--- src/rtl/game_sprite_update_sequencer_pkg.sv ---
// Shared types and constants for the sprite update sequencer.
package game_sprite_update_sequencer_pkg;

  localparam int unsigned N_SPRITES_DEFAULT = 2;
  localparam int unsigned OVR_CNT_W         = 8;

  typedef enum logic [1:0] {
    ST_IDLE      = 2'd0,
    ST_ISSUE     = 2'd1,
    ST_WAIT_DONE = 2'd2
  } seq_state_t;

endpackage

--- src/rtl/game_lowest_bit_picker.sv ---
// Combinational priority picker: reports whether any bit is set and the lowest set index.
module game_lowest_bit_picker #(
  parameter int unsigned N_SPRITES = 2,
  parameter int unsigned ID_W      = 1
) (
  input  logic [N_SPRITES-1:0] req,
  output logic                 any,
  output logic [ID_W-1:0]      idx
);

  always_comb begin
    any = 1'b0;
    idx = '0;
    for (int i = 0; i < int'(N_SPRITES); i++) begin
      if (req[i] && !any) begin
        any = 1'b1;
        idx = ID_W'(i);
      end
    end
  end

endmodule

--- src/rtl/game_sprite_update_sequencer.sv ---
// Per-frame scheduler sharing one sprite position-update engine across all enabled sprites.
module game_sprite_update_sequencer
  import game_sprite_update_sequencer_pkg::*;
#(
  parameter int unsigned N_SPRITES = N_SPRITES_DEFAULT,
  parameter int unsigned ID_W      = (N_SPRITES > 1) ? $clog2(N_SPRITES) : 1
) (
  input  logic                 clk,
  input  logic                 reset_n,
  input  logic                 frame_start,
  input  logic [N_SPRITES-1:0] enable_update,
  input  logic [N_SPRITES-1:0] write_xy,
  output logic                 upd_valid,
  output logic [ID_W-1:0]      upd_id,
  input  logic                 upd_ready,
  input  logic                 upd_done,
  output logic                 busy,
  output logic                 pass_done,
  output logic                 overrun,
  output logic [OVR_CNT_W-1:0] overrun_count
);

  seq_state_t           state_q, state_d;
  logic [N_SPRITES-1:0] pending_q, pending_d;
  logic                 pick_any;
  logic [ID_W-1:0]      pick_idx;
  logic                 valid_d, pass_done_d, overrun_d;
  logic [ID_W-1:0]      id_d;
  logic [OVR_CNT_W-1:0] count_d;

  // Picker looks at the next pending mask so request outputs can be registered.
  game_lowest_bit_picker #(
    .N_SPRITES (N_SPRITES),
    .ID_W      (ID_W)
  ) u_picker (
    .req (pending_d),
    .any (pick_any),
    .idx (pick_idx)
  );

  always_comb begin
    state_d   = state_q;
    pending_d = pending_q;
    overrun_d = 1'b0;
    count_d   = overrun_count;
    unique case (state_q)
      ST_IDLE: begin
        if (frame_start) begin
          pending_d = enable_update & ~write_xy;
          state_d   = ST_ISSUE;
        end
      end
      ST_ISSUE: begin
        if (pending_q == '0) begin
          state_d = ST_IDLE;
        end else if (upd_ready) begin
          pending_d[upd_id] = 1'b0;
          state_d           = ST_WAIT_DONE;
        end
      end
      ST_WAIT_DONE: begin
        if (upd_done) state_d = ST_ISSUE;
      end
      default: state_d = ST_IDLE;
    endcase
    // A frame arriving mid-pass is dropped and only recorded.
    if (frame_start && (state_q != ST_IDLE)) begin
      overrun_d = 1'b1;
      if (overrun_count != {OVR_CNT_W{1'b1}}) count_d = overrun_count + OVR_CNT_W'(1);
    end
    valid_d     = (state_d == ST_ISSUE) && pick_any;
    pass_done_d = (state_d == ST_ISSUE) && !pick_any;
    id_d        = valid_d ? pick_idx : '0;
  end

  always_ff @(posedge clk or negedge reset_n) begin
    if (!reset_n) begin
      state_q       <= ST_IDLE;
      pending_q     <= '0;
      upd_valid     <= 1'b0;
      upd_id        <= '0;
      busy          <= 1'b0;
      pass_done     <= 1'b0;
      overrun       <= 1'b0;
      overrun_count <= '0;
    end else begin
      state_q       <= state_d;
      pending_q     <= pending_d;
      upd_valid     <= valid_d;
      upd_id        <= id_d;
      busy          <= (state_d != ST_IDLE);
      pass_done     <= pass_done_d;
      overrun       <= overrun_d;
      overrun_count <= count_d;
    end
  end

endmodule

--- config.mk ---
export PLATFORM = sky130hd
export DESIGN_NAME = game_sprite_update_sequencer
export DESIGN_NICKNAME = d
export VERILOG_FILES = /design/src/rtl/game_sprite_update_sequencer_pkg.sv /design/src/rtl/game_lowest_bit_picker.sv /design/src/rtl/game_sprite_update_sequencer.sv
export SDC_FILE = /design/constraint.sdc
export NUM_CORES = 1
export LEC_CHECK = 0
export ABC_AREA = 1
export CAP_MARGIN = 15
export CORE_MARGIN = 8
export CORE_UTILIZATION = 45
export CTS_BUF_LIST = sky130_fd_sc_hd__clkbuf_8
export CTS_CLUSTER_DIAMETER = 30
export CTS_CLUSTER_SIZE = 16
export DETAILED_ROUTE_END_ITERATION = 8
export PLACE_DENSITY_LB_ADDON = 0.3
export SYNTH_ARGS = -nofsm -noshare
export SYNTH_HDL_FRONTEND = slang
export SYNTH_SLANG_ARGS = --single-unit
--- constraint.sdc ---
create_clock -name clk -period 1.15 [get_ports clk]
set_input_delay 0.345 -clock clk [delete_from_list [all_inputs] [get_ports clk]]
set_output_delay 0.345 -clock clk [all_outputs]
set_load 0.02 [all_outputs]
==> report_table.html, run 1 <==
<table>
<tr><th>Metric</th><th>Value</th></tr>
<tr><th colspan="2">Final layout</th></tr>
<tr><td>Final standard cell count with taps included and fillers excluded</td><td>around 190</td></tr>
<tr><td>Total number of nets in the final design</td><td>175</td></tr>
<tr><td>Post-Route Utilization</td><td>0.735</td></tr>
<tr><td>Filler cell count</td><td>~160</td></tr>
<tr><td>Relative area change from synthesis to final layout</td><td>55.2%</td></tr>
<tr><td>Antenna fix cells</td><td>0</td></tr>
<tr><td>Share of post-route cells with drive strength above 1</td><td>0.427</td></tr>
<tr><td>Non-Filler Cell Area, Final</td><td>1430 µm²</td></tr>
<tr><th colspan="2">Place</th></tr>
<tr><td>Placer's final routability congestion estimate</td><td>around 0.84</td></tr>
<tr><td>IO buf count</td><td>21</td></tr>
<tr><td>DP HPWL</td><td>1660 µm</td></tr>
<tr><td>Total cell area at the placement stage</td><td>1320 µm²</td></tr>
<tr><td># placed instances</td><td>182</td></tr>
<tr><th colspan="2">Setup path</th></tr>
<tr><td>R2R Path Start</td><td>overrun_count[0]$_DFFE_PN0P_</td></tr>
<tr><td>Worst path arrival time</td><td>between 1000 and 1500 ps</td></tr>
<tr><td>Type of destination of the critical path</td><td>flop</td></tr>
<tr><td>WP buf/inv</td><td>2</td></tr>
<tr><td>Cell family with the largest share of critical-path delay</td><td>flip-flops</td></tr>
<tr><td>Destination of the worst register-to-register timing path</td><td>overrun_count[0]$_DFFE_PN0P_</td></tr>
<tr><td>Top fanout value on the critical path</td><td>8</td></tr>
<tr><td>Type of origin of the critical path</td><td>flop</td></tr>
<tr><td>CP max stage delay</td><td>410 ps</td></tr>
<tr><td>Critical-path cell with the highest stage delay</td><td>sky130_fd_sc_hd__dfrtp_2</td></tr>
<tr><td>Setup slack on the worst flop-to-flop path</td><td>-120 ps</td></tr>
<tr><td>Kind of critical path</td><td>flop to flop</td></tr>
<tr><td>Reg2Reg Depth</td><td>7</td></tr>
<tr><td>CP required</td><td>1280 ps</td></tr>
<tr><td>CP Cell Sequence</td><td>buf_6, ha_4, inv_4, nor2_4, nand2_2, nand2_4, xnor2_2</td></tr>
<tr><th colspan="2">CTS</th></tr>
<tr><td>Longest Clk Path Bufs</td><td>2</td></tr>
<tr><td>Clock Latency Late Sink</td><td>250 ps</td></tr>
<tr><td>Number of buffers created by CTS</td><td>3</td></tr>
<tr><td>TritonCTS clock tree</td><td>built</td></tr>
<tr><td>CTS clock-pin slew for the worst setup and hold paths</td><td>60 ps</td></tr>
<tr><td>Maximum level of the CTS H-tree</td><td>1</td></tr>
<tr><td>TritonCTS sink count</td><td>17</td></tr>
<tr><td>Root buf cell</td><td>sky130_fd_sc_hd__clkbuf_8</td></tr>
<tr><th colspan="2">Timing</th></tr>
<tr><td>Post-Route Hold Slack</td><td>between 400 and 500 ps</td></tr>
<tr><td>Setup-failing EPs final</td><td>11</td></tr>
<tr><td>Clock period minus worst slack</td><td>1270 ps</td></tr>
<tr><td>Final clock period utilization by the worst path</td><td>1.10</td></tr>
<tr><td>Slew at the pin with the worst max-slew slack</td><td>216 ps</td></tr>
<tr><td>Least setup slack across all paths after layout</td><td>-116 ps</td></tr>
<tr><td>Maximum clock rate</td><td>790 MHz</td></tr>
<tr><td>Pins Over Slew Limit</td><td>0</td></tr>
<tr><td>Worst Clk Skew</td><td>2.07 ps</td></tr>
<tr><td>Setup repair after global routing missed its margin</td><td>true</td></tr>
<tr><td>Relative max-transition margin</td><td>0.856</td></tr>
<tr><td>Hold Vio Cnt, Final</td><td>0</td></tr>
<tr><th colspan="2">Synthesis</th></tr>
<tr><td>Mean instance size in the synthesized netlist</td><td>7.73 µm²</td></tr>
<tr><td>Most used standard cell by instance count after synthesis</td><td>sky130_fd_sc_hd__nand2_1</td></tr>
<tr><td>Cell types occupying the most area after synthesis</td><td>sky130_fd_sc_hd__dfrtp_1, sky130_fd_sc_hd__nand2_1, sky130_fd_sc_hd__nor2_1, sky130_fd_sc_hd__nand3_1, sky130_fd_sc_hd__inv_1</td></tr>
<tr><td>Prevailing post-synth register cell</td><td>sky130_fd_sc_hd__dfrtp_1</td></tr>
<tr><td>Synthesized cell area</td><td>approximately 920 µm²</td></tr>
<tr><td>Synthesized instance count</td><td>between 100 and 150</td></tr>
<tr><td>List of most frequent post-synthesis cells</td><td>sky130_fd_sc_hd__nand2_1, sky130_fd_sc_hd__dfrtp_1, sky130_fd_sc_hd__nor2_1, sky130_fd_sc_hd__inv_1, sky130_fd_sc_hd__nand3_1</td></tr>
<tr><td>Yosys synthesis warning count</td><td>0</td></tr>
<tr><td>Netlist cell types</td><td>20</td></tr>
<tr><td>Biggest area consumer among synthesized cells</td><td>sky130_fd_sc_hd__dfrtp_1</td></tr>
<tr><td>Count of flip-flops with a built-in enable after synthesis</td><td>0</td></tr>
<tr><td>Post-synthesis register bit count</td><td>17</td></tr>
<tr><td>Synthesized net count</td><td>129</td></tr>
<tr><td>Share of the synthesized area in the top cell type</td><td>0.463</td></tr>
<tr><td>Share of flip-flops with an asynchronous set or reset</td><td>1.00</td></tr>
<tr><td>Share of the yosys chip area belonging to registers</td><td>0.463</td></tr>
<tr><th colspan="2">Outcome</th></tr>
<tr><td>Outcome</td><td>finished, violations left</td></tr>
<tr><td>Violations in the final reports</td><td>negative setup slack</td></tr>
<tr><th colspan="2">Global route</th></tr>
<tr><td>Number of global-route vias before repair</td><td>927</td></tr>
<tr><td>Largest net degree at the start of global routing</td><td>18</td></tr>
<tr><td>Total global routing overflow</td><td>0</td></tr>
<tr><td>Global-route wire length before repair</td><td>3740 µm</td></tr>
<tr><td>Initial antenna violation count</td><td>0</td></tr>
<tr><td>Overall routing resource usage</td><td>0.134</td></tr>
<tr><th colspan="2">Floorplanning</th></tr>
<tr><td>Die extent in x</td><td>61.2 µm</td></tr>
<tr><td>Height of the chip</td><td>just over 60 µm</td></tr>
<tr><td>Placeable core region</td><td>approximately 2000 µm²</td></tr>
<tr><td>Die Area</td><td>3750 µm²</td></tr>
<tr><td>Effective utilization at floorplan</td><td>0.474</td></tr>
<tr><td>Total I/O pin count</td><td>22</td></tr>
<tr><td>Count of standard-cell rows</td><td>16</td></tr>
<tr><th colspan="2">Routing</th></tr>
<tr><td>Remaining design rule violation count</td><td>0</td></tr>
<tr><td>Vias per Instance</td><td>between 4 and 5</td></tr>
<tr><td>DRT antenna net count</td><td>0</td></tr>
<tr><td>Routed wirelength normalized by instance count</td><td>around 12 µm</td></tr>
<tr><td>Starting DRC count in detailed routing</td><td>17</td></tr>
<tr><td>Via count</td><td>899</td></tr>
<tr><td>Detailed Route WL</td><td>2270 µm</td></tr>
<tr><td>First-pass iteration count of the detailed router</td><td>4</td></tr>
<tr><th colspan="2">Power and ir drop</th></tr>
<tr><td>Static power due to leakage</td><td>0.732 nW</td></tr>
<tr><td>Overall Power</td><td>3.32 mW</td></tr>
<tr><td>Ratio of total power to cell area</td><td>roughly 2300 nW/µm²</td></tr>
<tr><td>IR drop worst, VDD</td><td>1.70 mV</td></tr>
<tr><th colspan="2">Job</th></tr>
<tr><td>MaxCap Viol Count</td><td>0</td></tr>
<tr><th colspan="2">Worst hold path</th></tr>
<tr><td>Class of the tightest hold or removal check</td><td>input pin to asynchronous set/reset pin</td></tr>
</table>
## flip-flops by register name (all words and copies together) (netlist names)
| name | flops |
|---|---|
| pending_q | 2 |
| upd_id | 1 |
| pass_done | 1 |
| overrun_count | 8 |
| state_q | 2 |
| busy | 1 |
| upd_valid | 1 |
| overrun | 1 |
## layout by cell type (no fill, tap or decap)
cell type                         count
sky130_fd_sc_hd__nand2_1             36
sky130_fd_sc_hd__buf_4               17
sky130_fd_sc_hd__nor2_1              12
sky130_fd_sc_hd__dfrtp_1             11
sky130_fd_sc_hd__inv_1               10
sky130_fd_sc_hd__nand3_1              9
sky130_fd_sc_hd__buf_6                9
sky130_fd_sc_hd__nand2_2              8
sky130_fd_sc_hd__clkdlybuf4s50_1      6
sky130_fd_sc_hd__buf_2                6
sky130_fd_sc_hd__dfrtp_2              6
sky130_fd_sc_hd__inv_2                4
sky130_fd_sc_hd__nor2_2               3
sky130_fd_sc_hd__nand3b_1             3
sky130_fd_sc_hd__clkbuf_8             3
sky130_fd_sc_hd__nor2_4               2
sky130_fd_sc_hd__nand3_2              2
sky130_fd_sc_hd__xnor2_1              2
sky130_fd_sc_hd__dlygate4sd2_1        2
sky130_fd_sc_hd__a21oi_2              1
sky130_fd_sc_hd__o21ai_2              1
sky130_fd_sc_hd__nor2_8               1
sky130_fd_sc_hd__a21oi_1              1
sky130_fd_sc_hd__inv_4                1
sky130_fd_sc_hd__nand2_4              1
sky130_fd_sc_hd__inv_6                1
sky130_fd_sc_hd__nor3_2               1
sky130_fd_sc_hd__xor2_1               1
sky130_fd_sc_hd__o21ai_0              1
sky130_fd_sc_hd__xnor2_2              1
sky130_fd_sc_hd__ha_4                 1
sky130_fd_sc_hd__buf_12               1
## per-stage QoR
step           setup TNS [ps]  setup WS (ps)
2_1_floorplan            -173          -31.3
3_3_place_gp            -6880           -383
3_5_place_dp            -7200           -403
4_1_cts                  -717          -91.7
5_1_grt                 -1780           -177
6_report                 -959           -116
## repair_timing
item / 4_1_cts / 5_1_grt
resized for setup: 75 / 12
buffers inserted: 2 / 3
pin swaps: 5 / 8
hold buffers: 0 / 0
setup endpoints to repair: 26 / 19
## area by class of cell
type,count,area (µm²),area share
Inverter,15,63.8,0.0447
Clock inverter,1,3.75,0.00263
Sequential cell,17,433,0.303
Tap cell,27,33.8,0.0237
Timing Repair Buffer,41,357,0.250
Multi-Input combinational cell,87,495,0.347
Clock buffer,3,41.3,0.0289
## cell families after synthesis
kind of cell | count (synthesis) | synth area share
AOI/OAI and AO/OA | 4 | 0.0218
xor gates and xnor gates | 4 | 0.0381
adders and majority gates | 1 | 0.0136
buffers and inverters | 15 | 0.0639
DFF | 17 | 0.463
and+or+nand+nor | 78 | 0.400
## how the worst max path moves through the flow
stage                     slack (ps)  cells after the start                    startpoint                            to
after floorplan                  -30                      8  overrun_count[0]$_DFFE_PN0P_  overrun_count[4]$_DFFE_PN0P_
final                           -120                      7  overrun_count[0]$_DFFE_PN0P_  overrun_count[0]$_DFFE_PN0P_
after global routing            -180                      9  overrun_count[1]$_DFFE_PN0P_  overrun_count[6]$_DFFE_PN0P_
after global placement          -380                      7                   frame_start           upd_valid$_DFF_PN0_
after CTS                        -90                      7  overrun_count[0]$_DFFE_PN0P_  overrun_count[0]$_DFFE_PN0P_
after detailed placement        -400                      8                   frame_start           pass_done$_DFF_PN0_
## metal layers
metal / global-route usage / part of all wire
met5: 0 / 0
met4: 0.0731 / 0.020
met3: 0.0313 / 0.052
met2: 0.252 / 0.54
met1: 0.129 / 0.39
## power breakdown
group          switching (mW)  internal, mW
Sequential              0.159         0.824
Combinational            1.04         0.875
Clock                   0.194         0.237
## worst reg2reg max path, stage by stage, from the launching register on
cell and delay [ps]:
sky130_fd_sc_hd__dfrtp_2 410, sky130_fd_sc_hd__buf_6 130, sky130_fd_sc_hd__ha_4 160, sky130_fd_sc_hd__inv_4 60, sky130_fd_sc_hd__nor2_4 40, sky130_fd_sc_hd__nand2_2 80
sky130_fd_sc_hd__nand2_4 100, sky130_fd_sc_hd__xnor2_2 160
Note: power is estimated with default switching activity, not from simulation.
==> run 2: changes to the inputs <==
Settings changed: CORE_UTILIZATION 45 to 48, SYNTH_HIERARCHICAL set to 1.
Clock period 1.15 ns to 1.5 ns, I/O delays scaled along.
==> run 2 against run 1 <==
The flow still finishes with violations (negative setup slack). Worst setup slack better by 110 ps. Final area is 8.9% lower. Clock skew hardly changed. Routed wire length is 2.6% higher. Area after synthesis is 2.3% lower. Critical endpoint is now upd_id$_DFF_PN0_. Highest routed layer unchanged.
==> report_table.html, run 2 <==
<table>
<tr><th>Metric</th><th>Value</th></tr>
<tr><th colspan="2">Power and ir drop</th></tr>
<tr><td>Ratio of total power to cell area</td><td>1730 nW/µm²</td></tr>
<tr><td>Internal power</td><td>1.29 mW</td></tr>
<tr><td>Switching part of the total</td><td>0.426</td></tr>
<tr><td>Overall Power</td><td>2.25 mW</td></tr>
<tr><td>Power share of the combinational group</td><td>0.525</td></tr>
<tr><td>Static power due to leakage</td><td>about 0.73 nW</td></tr>
<tr><td>IR drop worst, VDD</td><td>~1.3 mV</td></tr>
<tr><td>Switching pwr</td><td>0.958 mW</td></tr>
<tr><td>Clk pwr share</td><td>0.160</td></tr>
<tr><td>Flop pwr share</td><td>0.315</td></tr>
<tr><th colspan="2">Synthesis</th></tr>
<tr><td>Synthesized instance count</td><td>roughly 120</td></tr>
<tr><td>Yosys synthesis warning count</td><td>6</td></tr>
<tr><td>Prevailing post-synth register cell</td><td>sky130_fd_sc_hd__dfrtp_1</td></tr>
<tr><td>Share of the synthesized area in the top cell type</td><td>0.474</td></tr>
<tr><td>Synthesized cell area</td><td>898 µm²</td></tr>
<tr><td>List of most frequent post-synthesis cells</td><td>sky130_fd_sc_hd__nand2_1, sky130_fd_sc_hd__inv_1, sky130_fd_sc_hd__dfrtp_1, sky130_fd_sc_hd__nand3_1, sky130_fd_sc_hd__nor2_1</td></tr>
<tr><td>Synthesized net count</td><td>126</td></tr>
<tr><td>Biggest area consumer among synthesized cells</td><td>sky130_fd_sc_hd__dfrtp_1</td></tr>
<tr><td>Share of flip-flops with an asynchronous set or reset</td><td>1.00</td></tr>
<tr><td>Share of the yosys chip area belonging to registers</td><td>0.474</td></tr>
<tr><td>Most used standard cell by instance count after synthesis</td><td>sky130_fd_sc_hd__nand2_1</td></tr>
<tr><td>Netlist cell types</td><td>19</td></tr>
<tr><td>Cell types occupying the most area after synthesis</td><td>sky130_fd_sc_hd__dfrtp_1, sky130_fd_sc_hd__nand2_1, sky130_fd_sc_hd__inv_1, sky130_fd_sc_hd__nand3_1, sky130_fd_sc_hd__o21ai_0</td></tr>
<tr><td>Mean instance size in the synthesized netlist</td><td>~7.7 µm²</td></tr>
<tr><td>Post-synthesis register bit count</td><td>17</td></tr>
<tr><td>Count of flip-flops with a built-in enable after synthesis</td><td>0</td></tr>
<tr><th colspan="2">Routing</th></tr>
<tr><td>Via count</td><td>881</td></tr>
<tr><td>Detailed Route WL</td><td>2330 µm</td></tr>
<tr><td>First-pass iteration count of the detailed router</td><td>5</td></tr>
<tr><td>Remaining design rule violation count</td><td>0</td></tr>
<tr><td>Routed wirelength normalized by instance count</td><td>12.9 µm</td></tr>
<tr><td>Vias per Instance</td><td>4.87</td></tr>
<tr><td>Starting DRC count in detailed routing</td><td>36</td></tr>
<tr><td>DRT antenna net count</td><td>0</td></tr>
<tr><th colspan="2">Timing</th></tr>
<tr><td>Maximum clock rate</td><td>665 MHz</td></tr>
<tr><td>Final clock period utilization by the worst path</td><td>1.00</td></tr>
<tr><td>Worst Clk Skew</td><td>1.93 ps</td></tr>
<tr><td>Hold Vio Cnt, Final</td><td>0</td></tr>
<tr><td>Least setup slack across all paths after layout</td><td>-3.32 ps</td></tr>
<tr><td>Setup-failing EPs final</td><td>1</td></tr>
<tr><td>Clock period minus worst slack</td><td>1500 ps</td></tr>
<tr><td>Pins Over Slew Limit</td><td>0</td></tr>
<tr><td>Relative max-transition margin</td><td>0.850</td></tr>
<tr><td>Slew at the pin with the worst max-slew slack</td><td>225 ps</td></tr>
<tr><td>Setup repair after global routing missed its margin</td><td>true</td></tr>
<tr><th colspan="2">Job</th></tr>
<tr><td>MaxCap Viol Count</td><td>0</td></tr>
<tr><th colspan="2">CTS</th></tr>
<tr><td>Maximum level of the CTS H-tree</td><td>1</td></tr>
<tr><td>Root buf cell</td><td>sky130_fd_sc_hd__clkbuf_8</td></tr>
<tr><td>TritonCTS clock tree</td><td>built</td></tr>
<tr><td>Clock Latency Late Sink</td><td>~260 ps</td></tr>
<tr><td>Total of hold buffers inserted after clock tree synthesis</td><td>0</td></tr>
<tr><td>Number of buffers created by CTS</td><td>3</td></tr>
<tr><td>CTS clock-pin slew for the worst setup and hold paths</td><td>about 70 ps</td></tr>
<tr><td>Longest Clk Path Bufs</td><td>2</td></tr>
<tr><td>TritonCTS sink count</td><td>17</td></tr>
<tr><th colspan="2">Final layout</th></tr>
<tr><td>Top library cells by usage in the layout, fill and taps aside</td><td>sky130_fd_sc_hd__nand2_1, sky130_fd_sc_hd__inv_1, sky130_fd_sc_hd__dfrtp_1, sky130_fd_sc_hd__buf_4, sky130_fd_sc_hd__dlygate4sd2_1</td></tr>
<tr><td>Relative area change from synthesis to final layout</td><td>44.7%</td></tr>
<tr><td>Non-Filler Cell Area, Final</td><td>between 1000 and 1500 µm²</td></tr>
<tr><td>Total number of nets in the final design</td><td>between 150 and 200</td></tr>
<tr><td>Final standard cell count with taps included and fillers excluded</td><td>181</td></tr>
<tr><td>Largest register by flop count</td><td>overrun_count</td></tr>
<tr><td>Antenna fix cells</td><td>0</td></tr>
<tr><td>Share of post-route cells with drive strength above 1</td><td>0.199</td></tr>
<tr><td>Largest regs</td><td>overrun_count: 8 flops, pending_q: 2 flops, state_q: 2 flops</td></tr>
<tr><td>Commonest non-fill, non-tap cell in the layout</td><td>sky130_fd_sc_hd__nand2_1</td></tr>
<tr><td>Flip-flop count of the largest register after layout</td><td>8</td></tr>
<tr><th colspan="2">Global route</th></tr>
<tr><td>Overall routing resource usage</td><td>0.140</td></tr>
<tr><td>GR peak layer</td><td>met2</td></tr>
<tr><td>Initial antenna violation count</td><td>0</td></tr>
<tr><td>Number of global-route vias before repair</td><td>859</td></tr>
<tr><td>Largest net degree at the start of global routing</td><td>18</td></tr>
<tr><td>Routing usage on met1</td><td>0.150</td></tr>
<tr><td>Met3 Use GR</td><td>0.0390</td></tr>
<tr><td>Met2 track demand over resource</td><td>0.242</td></tr>
<tr><td>Total global routing overflow</td><td>0</td></tr>
<tr><td>Global-route wire length before repair</td><td>3720 µm</td></tr>
<tr><th colspan="2">Setup path</th></tr>
<tr><td>Destination of the worst register-to-register timing path</td><td>pending_q[0]$_DFF_PN0_</td></tr>
<tr><td>CP required</td><td>1700 ps</td></tr>
<tr><td>Setup slack on the worst flop-to-flop path</td><td>110 ps</td></tr>
<tr><td>Kind of critical path</td><td>input pin to flop</td></tr>
<tr><td>R2R Path Start</td><td>state_q[1]$_DFF_PN0_</td></tr>
<tr><td>Top fanout value on the critical path</td><td>2</td></tr>
<tr><td>Type of origin of the critical path</td><td>input pin</td></tr>
<tr><td>Worst path arrival time</td><td>1700 ps</td></tr>
<tr><td>Reg2Reg Depth</td><td>7</td></tr>
<tr><td>Type of destination of the critical path</td><td>flop</td></tr>
<tr><th colspan="2">Place</th></tr>
<tr><td>Total cell area at the placement stage</td><td>between 1000 and 1500 µm²</td></tr>
<tr><td>Placer's final routability congestion estimate</td><td>roughly 0.84</td></tr>
<tr><td>IO buf count</td><td>21</td></tr>
<tr><td>DP HPWL</td><td>roughly 1700 µm</td></tr>
<tr><td># placed instances</td><td>173</td></tr>
<tr><th colspan="2">Floorplanning</th></tr>
<tr><td>Effective utilization at floorplan</td><td>0.515</td></tr>
<tr><td>Count of standard-cell rows</td><td>15</td></tr>
<tr><td>Die Area</td><td>around 3500 µm²</td></tr>
<tr><td>Height of the chip</td><td>59.3 µm</td></tr>
<tr><td>Total I/O pin count</td><td>22</td></tr>
<tr><td>Placeable core region</td><td>1750 µm²</td></tr>
<tr><td>Die extent in x</td><td>59.3 µm</td></tr>
<tr><th colspan="2">Outcome</th></tr>
<tr><td>Outcome</td><td>finished, violations left</td></tr>
<tr><td>Violations in the final reports</td><td>negative setup slack</td></tr>
<tr><th colspan="2">Worst hold path</th></tr>
<tr><td>Class of the tightest hold or removal check</td><td>input pin to asynchronous set/reset pin</td></tr>
</table>
run 2: cell types whose count changed after synthesis, moves of 2 or more:
cell	previous run	this run
sky130_fd_sc_hd__inv_1	12	18
sky130_fd_sc_hd__nand2_1	42	40
sky130_fd_sc_hd__o21ai_0	2	7
sky130_fd_sc_hd__a21oi_1	2	0
sky130_fd_sc_hd__nand3b_1	3	1
sky130_fd_sc_hd__nor2_1	15	9
sky130_fd_sc_hd__nand3_2	2	0
run 2: critical path: stages:
cell and delay (ps):
sky130_fd_sc_hd__clkdlybuf4s50_1 460, sky130_fd_sc_hd__inv_1 50, sky130_fd_sc_hd__o21ai_2 120, sky130_fd_sc_hd__o21ai_1 80
sky130_fd_sc_hd__o21ai_1 210, sky130_fd_sc_hd__inv_1 100, sky130_fd_sc_hd__nor2_1 90, sky130_fd_sc_hd__inv_1 40
sky130_fd_sc_hd__nor2_1 80
run 2: final cells by class:
class	count	area, µm²
Inverter	20	77.6
Tap cell	25	31.3
Fill cell	131	445
Clock inverter	1	5.00
Sequential cell	17	425
Clock buffer	3	41.3
Timing Repair Buffer	36	312
Multi-Input combinational cell	79	408
run 2: per-layer routing:
metal | wire length (µm) | up-vias
li1 | - | 430
met3 | 192 | 13
met1 | 884 | 402
met2 | 1180 | 36
met5 | 0 | -
met4 | 76 | 0
run 2: cell families (layout without fill, tap and decap cells):
family / Yosys count / after routing / synth area share
flip-flops: 17 / 17 / 0.474
AO/OA/AOI/OAI: 8 / 8 / 0.0474
buffers and inverters: 20 / 60 / 0.0863
XOR/XNOR: 3 / 3 / 0.0293
adder cells (fa/ha/maj): 1 / 1 / 0.0139
AND/OR/NAND/NOR: 67 / 67 / 0.350
run 2: worst max-delay path by stage:
stage / startpoint / endpoint / cells after the start
3_3_place_gp: enable_update[0] / upd_id$_DFF_PN0_ / 9
5_1_grt: enable_update[1] / upd_id$_DFF_PN0_ / 9
3_5_place_dp: enable_update[1] / upd_id$_DFF_PN0_ / 9
4_1_cts: enable_update[0] / upd_id$_DFF_PN0_ / 9
6_report: enable_update[1] / upd_id$_DFF_PN0_ / 9
2_1_floorplan: overrun_count[1]$_DFFE_PN0P_ / overrun_count[4]$_DFFE_PN0P_ / 8
run 2: repair_timing:
action | CTS | global route
setup buffers | 2 | 2
gates resized for setup | 17 | 8
gates cloned | 0 | 0
pin swaps | 1 | 3
setup endpoints to repair | 16 | 10
run 2: stage by stage:
stage / utilization / hold slack [ps] / worst slack, ps / setup TNS [ps]
after floorplan: - / 154 / 142 / 0
after global placement: 0.700 / 566 / -256 / -1850
after detailed placement: 0.700 / 569 / -348 / -2690
after CTS: 0.726 / 512 / 7.54 / 0
after global routing: 0.745 / 532 / -95.0 / -125
final: 0.745 / 503 / -3.32 / -3.32
run 2: power by group through the flow:
stage	logic, mW	registers, mW	clock network, mW
6_report	1.18	0.708	0.360
3_3_place_gp	1.09	0.702	0
5_1_grt	1.31	0.726	0.374
4_1_cts	1.10	0.704	0.363
3_5_place_dp	1.12	0.714	0
2_1_floorplan	0.464	0.875	0
==> run 3: changes to the inputs <==
Settings changed: CORE_UTILIZATION 48 to 54.
==> run 3 against run 2 <==
The flow now finishes without violations. Sequential share of layout area increased by 0.58 points. Final area decreased by 1.7%. Non-clock buffer count decreased by 3. Register-to-register slack got worse by 20 ps. Via count increased by 4.7%. Combinational power increased by 3%. Worst setup slack improved by 24 ps. Core utilization increased by 8.4 points. Clock skew increased by 2.0 ps. Worst hold slack improved by 16 ps. Die area decreased by 8.2%. Critical path type unchanged. Critical endpoint unchanged.
==> report_table.html, run 3 (same netlist as run 2, synthesis figures left out) <==
<table>
<tr><th>Metric</th><th>Value</th></tr>
<tr><th colspan="2">Place</th></tr>
<tr><td>Total cell area at the placement stage</td><td>1200 µm²</td></tr>
<tr><td>Placer's final routability congestion estimate</td><td>between 0.8 and 0.9</td></tr>
<tr><td>IO buf count</td><td>21</td></tr>
<tr><td>DP HPWL</td><td>1710 µm</td></tr>
<tr><th colspan="2">Routing</th></tr>
<tr><td>Vias per Instance</td><td>between 5 and 6</td></tr>
<tr><td>DRT antenna net count</td><td>0</td></tr>
<tr><td>Via count</td><td>a little over 900</td></tr>
<tr><td>Remaining design rule violation count</td><td>0</td></tr>
<tr><td>Starting DRC count in detailed routing</td><td>31</td></tr>
<tr><td>Routed wirelength normalized by instance count</td><td>~15 µm</td></tr>
<tr><td>First-pass iteration count of the detailed router</td><td>4</td></tr>
<tr><td>Detailed Route WL</td><td>2560 µm</td></tr>
<tr><th colspan="2">Final layout</th></tr>
<tr><td>Largest register by flop count</td><td>overrun_count</td></tr>
<tr><td>Share of post-route cells with drive strength above 1</td><td>0.216</td></tr>
<tr><td>Relative area change from synthesis to final layout</td><td>42.2%</td></tr>
<tr><td>Commonest non-fill, non-tap cell in the layout</td><td>sky130_fd_sc_hd__nand2_1</td></tr>
<tr><td>Total number of nets in the final design</td><td>164</td></tr>
<tr><td>Multi-input logic area</td><td>between 400 and 500 µm²</td></tr>
<tr><td>Top library cells by usage in the layout, fill and taps aside</td><td>sky130_fd_sc_hd__nand2_1, sky130_fd_sc_hd__inv_1, sky130_fd_sc_hd__dfrtp_1, sky130_fd_sc_hd__dlygate4sd2_1, sky130_fd_sc_hd__buf_4</td></tr>
<tr><td>Flip-flop count of the largest register after layout</td><td>8</td></tr>
<tr><td>Filler cell count</td><td>100</td></tr>
<tr><td>Sequential cell area</td><td>425 µm²</td></tr>
<tr><td>Non-Filler Cell Area, Final</td><td>1280 µm²</td></tr>
<tr><td>Antenna fix cells</td><td>0</td></tr>
<tr><td>Largest regs</td><td>overrun_count: 8 flops, pending_q: 2 flops, state_q: 2 flops</td></tr>
<tr><th colspan="2">CTS</th></tr>
<tr><td>Total of hold buffers inserted after clock tree synthesis</td><td>0</td></tr>
<tr><td>Maximum level of the CTS H-tree</td><td>1</td></tr>
<tr><td>TritonCTS clock tree</td><td>built</td></tr>
<tr><td>TritonCTS sink count</td><td>17</td></tr>
<tr><td>CTS clock-pin slew for the worst setup and hold paths</td><td>about 70 ps</td></tr>
<tr><td>Number of buffers created by CTS</td><td>3</td></tr>
<tr><td>Clock Latency Late Sink</td><td>250 ps</td></tr>
<tr><td>Root buf cell</td><td>sky130_fd_sc_hd__clkbuf_8</td></tr>
<tr><td>Longest Clk Path Bufs</td><td>2</td></tr>
<tr><th colspan="2">Setup path</th></tr>
<tr><td>WP buf/inv</td><td>3</td></tr>
<tr><td>Type of origin of the critical path</td><td>input pin</td></tr>
<tr><td>Kind of critical path</td><td>input pin to flop</td></tr>
<tr><td>CP max stage delay</td><td>450 ps</td></tr>
<tr><td>Top fanout value on the critical path</td><td>2</td></tr>
<tr><td>CP required</td><td>1690 ps</td></tr>
<tr><td>Most prevalent standard cell on the critical path</td><td>sky130_fd_sc_hd__o21ai_2</td></tr>
<tr><td>Worst path arrival time</td><td>1670 ps</td></tr>
<tr><td>Critical-path cell with the highest stage delay</td><td>sky130_fd_sc_hd__clkdlybuf4s50_1</td></tr>
<tr><td>CP Cell Sequence</td><td>clkdlybuf4s50_1, inv_1, o21ai_2, o21ai_2, o21ai_2, inv_2, nand2_2, nand2_2, nor2_2</td></tr>
<tr><td>Type of destination of the critical path</td><td>flop</td></tr>
<tr><td>Cell family with the largest share of critical-path delay</td><td>buffers and inverters</td></tr>
<tr><th colspan="2">Floorplanning</th></tr>
<tr><td>Effective utilization at floorplan</td><td>0.583</td></tr>
<tr><td>Count of standard-cell rows</td><td>14</td></tr>
<tr><td>Placeable core region</td><td>1540 µm²</td></tr>
<tr><td>Height of the chip</td><td>56.8 µm</td></tr>
<tr><td>Die extent in x</td><td>56.8 µm</td></tr>
<tr><td>Total I/O pin count</td><td>22</td></tr>
<tr><td>Die Area</td><td>3220 µm²</td></tr>
<tr><th colspan="2">Worst hold path</th></tr>
<tr><td>Class of the tightest hold or removal check</td><td>input pin to asynchronous set/reset pin</td></tr>
<tr><th colspan="2">Power and ir drop</th></tr>
<tr><td>Flop pwr share</td><td>0.311</td></tr>
<tr><td>IR drop worst, VDD</td><td>1.25 mV</td></tr>
<tr><td>Clk pwr share</td><td>0.149</td></tr>
<tr><td>Switching part of the total</td><td>0.438</td></tr>
<tr><td>Switching pwr</td><td>0.994 mW</td></tr>
<tr><td>Static power due to leakage</td><td>0.721 nW</td></tr>
<tr><td>Overall Power</td><td>around 2.3 mW</td></tr>
<tr><td>Ratio of total power to cell area</td><td>1780 nW/µm²</td></tr>
<tr><td>Power share of the combinational group</td><td>0.540</td></tr>
<tr><td>Internal power</td><td>around 1.3 mW</td></tr>
<tr><th colspan="2">Timing</th></tr>
<tr><td>Relative max-transition margin</td><td>0.838</td></tr>
<tr><td>Post-Route Hold Slack</td><td>519 ps</td></tr>
<tr><td>Pins Over Slew Limit</td><td>0</td></tr>
<tr><td>Setup-failing EPs final</td><td>0</td></tr>
<tr><td>Slew at the pin with the worst max-slew slack</td><td>243 ps</td></tr>
<tr><td>Final clock period utilization by the worst path</td><td>0.986</td></tr>
<tr><td>Clock period minus worst slack</td><td>between 1000 and 1500 ps</td></tr>
<tr><td>Maximum clock rate</td><td>676 MHz</td></tr>
<tr><td>Hold Vio Cnt, Final</td><td>0</td></tr>
<tr><td>Setup TNS</td><td>0 ps</td></tr>
<tr><td>Worst Clk Skew</td><td>3.97 ps</td></tr>
<tr><th colspan="2">Global route</th></tr>
<tr><td>Largest net degree at the start of global routing</td><td>18</td></tr>
<tr><td>Initial antenna violation count</td><td>0</td></tr>
<tr><td>Total global routing overflow</td><td>0</td></tr>
<tr><td>Number of global-route vias before repair</td><td>946</td></tr>
<tr><td>Overall routing resource usage</td><td>0.157</td></tr>
<tr><td>Global-route wire length before repair</td><td>4080 µm</td></tr>
<tr><th colspan="2">Outcome</th></tr>
<tr><td>Outcome</td><td>complete, no violations</td></tr>
<tr><th colspan="2">Job</th></tr>
<tr><td>MaxCap Viol Count</td><td>0</td></tr>
</table>
## run 3: cell types whose count changed in the layout (fill, tap and decap cells not counted)
cell / delta
sky130_fd_sc_hd__o21ai_1: -2
sky130_fd_sc_hd__nor2_1: -1
sky130_fd_sc_hd__clkdlybuf4s50_1: -1
sky130_fd_sc_hd__inv_1: -1
sky130_fd_sc_hd__buf_4: -3
sky130_fd_sc_hd__nand2_2: +1
sky130_fd_sc_hd__inv_2: +1
sky130_fd_sc_hd__dlygate4sd2_1: +1
sky130_fd_sc_hd__nand2_1: -1
sky130_fd_sc_hd__nor2_2: +1
sky130_fd_sc_hd__o21ai_2: +2
## run 3: final cells by class
cell class	count	share of cell area
multi-input combinational	79	0.329
inverter	20	0.0607
timing repair buffer	33	0.225
clock buffer	3	0.0323
clock inverter	1	0.00392
sequential	17	0.333
tap	16	0.0157
## run 3: worst paths after layout
check | startpoint | end | slack, ps | cells past startpoint
min reg2reg | overrun_count[5]$_DFFE_PN0P_ | overrun_count[5]$_DFFE_PN0P_ | 600 | 3
min | reset_n | overrun$_DFF_PN0_ | 520 | 2
max reg2reg | overrun_count[0]$_DFFE_PN0P_ | overrun_count[3]$_DFFE_PN0P_ | 90 | 9
max in group asynchronous | reset_n | overrun_count[7]$_DFFE_PN0P_ | 790 | 2
max | enable_update[1] | upd_id$_DFF_PN0_ | 20 | 9
min in group clk | upd_ready | state_q[1]$_DFF_PN0_ | 540 | 3
## run 3: metrics by stage
stage / worst slack, ps / utilization / instances
after floorplan: 142 / - / 116
after global placement: -253 / 0.781 / 163
after detailed placement: -416 / 0.781 / 163
after CTS: -23.6 / 0.814 / 169
after global routing: -7.49 / 0.829 / 169
final: 21.0 / 0.829 / 169
## run 3: power by group through the flow
stage	registers, mW	clock network (mW)	logic, mW
finish	0.706	0.338	1.22
global route	0.726	0.356	1.32
CTS	0.705	0.344	1.14
detailed placement	0.710	0	1.14
global placement	0.699	0	1.09
floorplan	0.875	0	0.464
## run 3: layer usage
layer  wire, µm  share of wire  vias to the layer above  global-route usage
met4         93          0.036                        0              0.0772
met2       1280           0.50                       52               0.292
met3        179          0.070                       12              0.0449
met1        998           0.39                      429               0.153
met5          0              0                        -                   0
li1           -              -                      429                   -
## run 3: timing repair
| action | in CTS | in global routing |
|---|---|---|
| pin swaps | 2 | 6 |
| resized for setup | 20 | 11 |
| setup buffers | 2 | 0 |
| endpoints found under the setup margin | 16 | 4 |
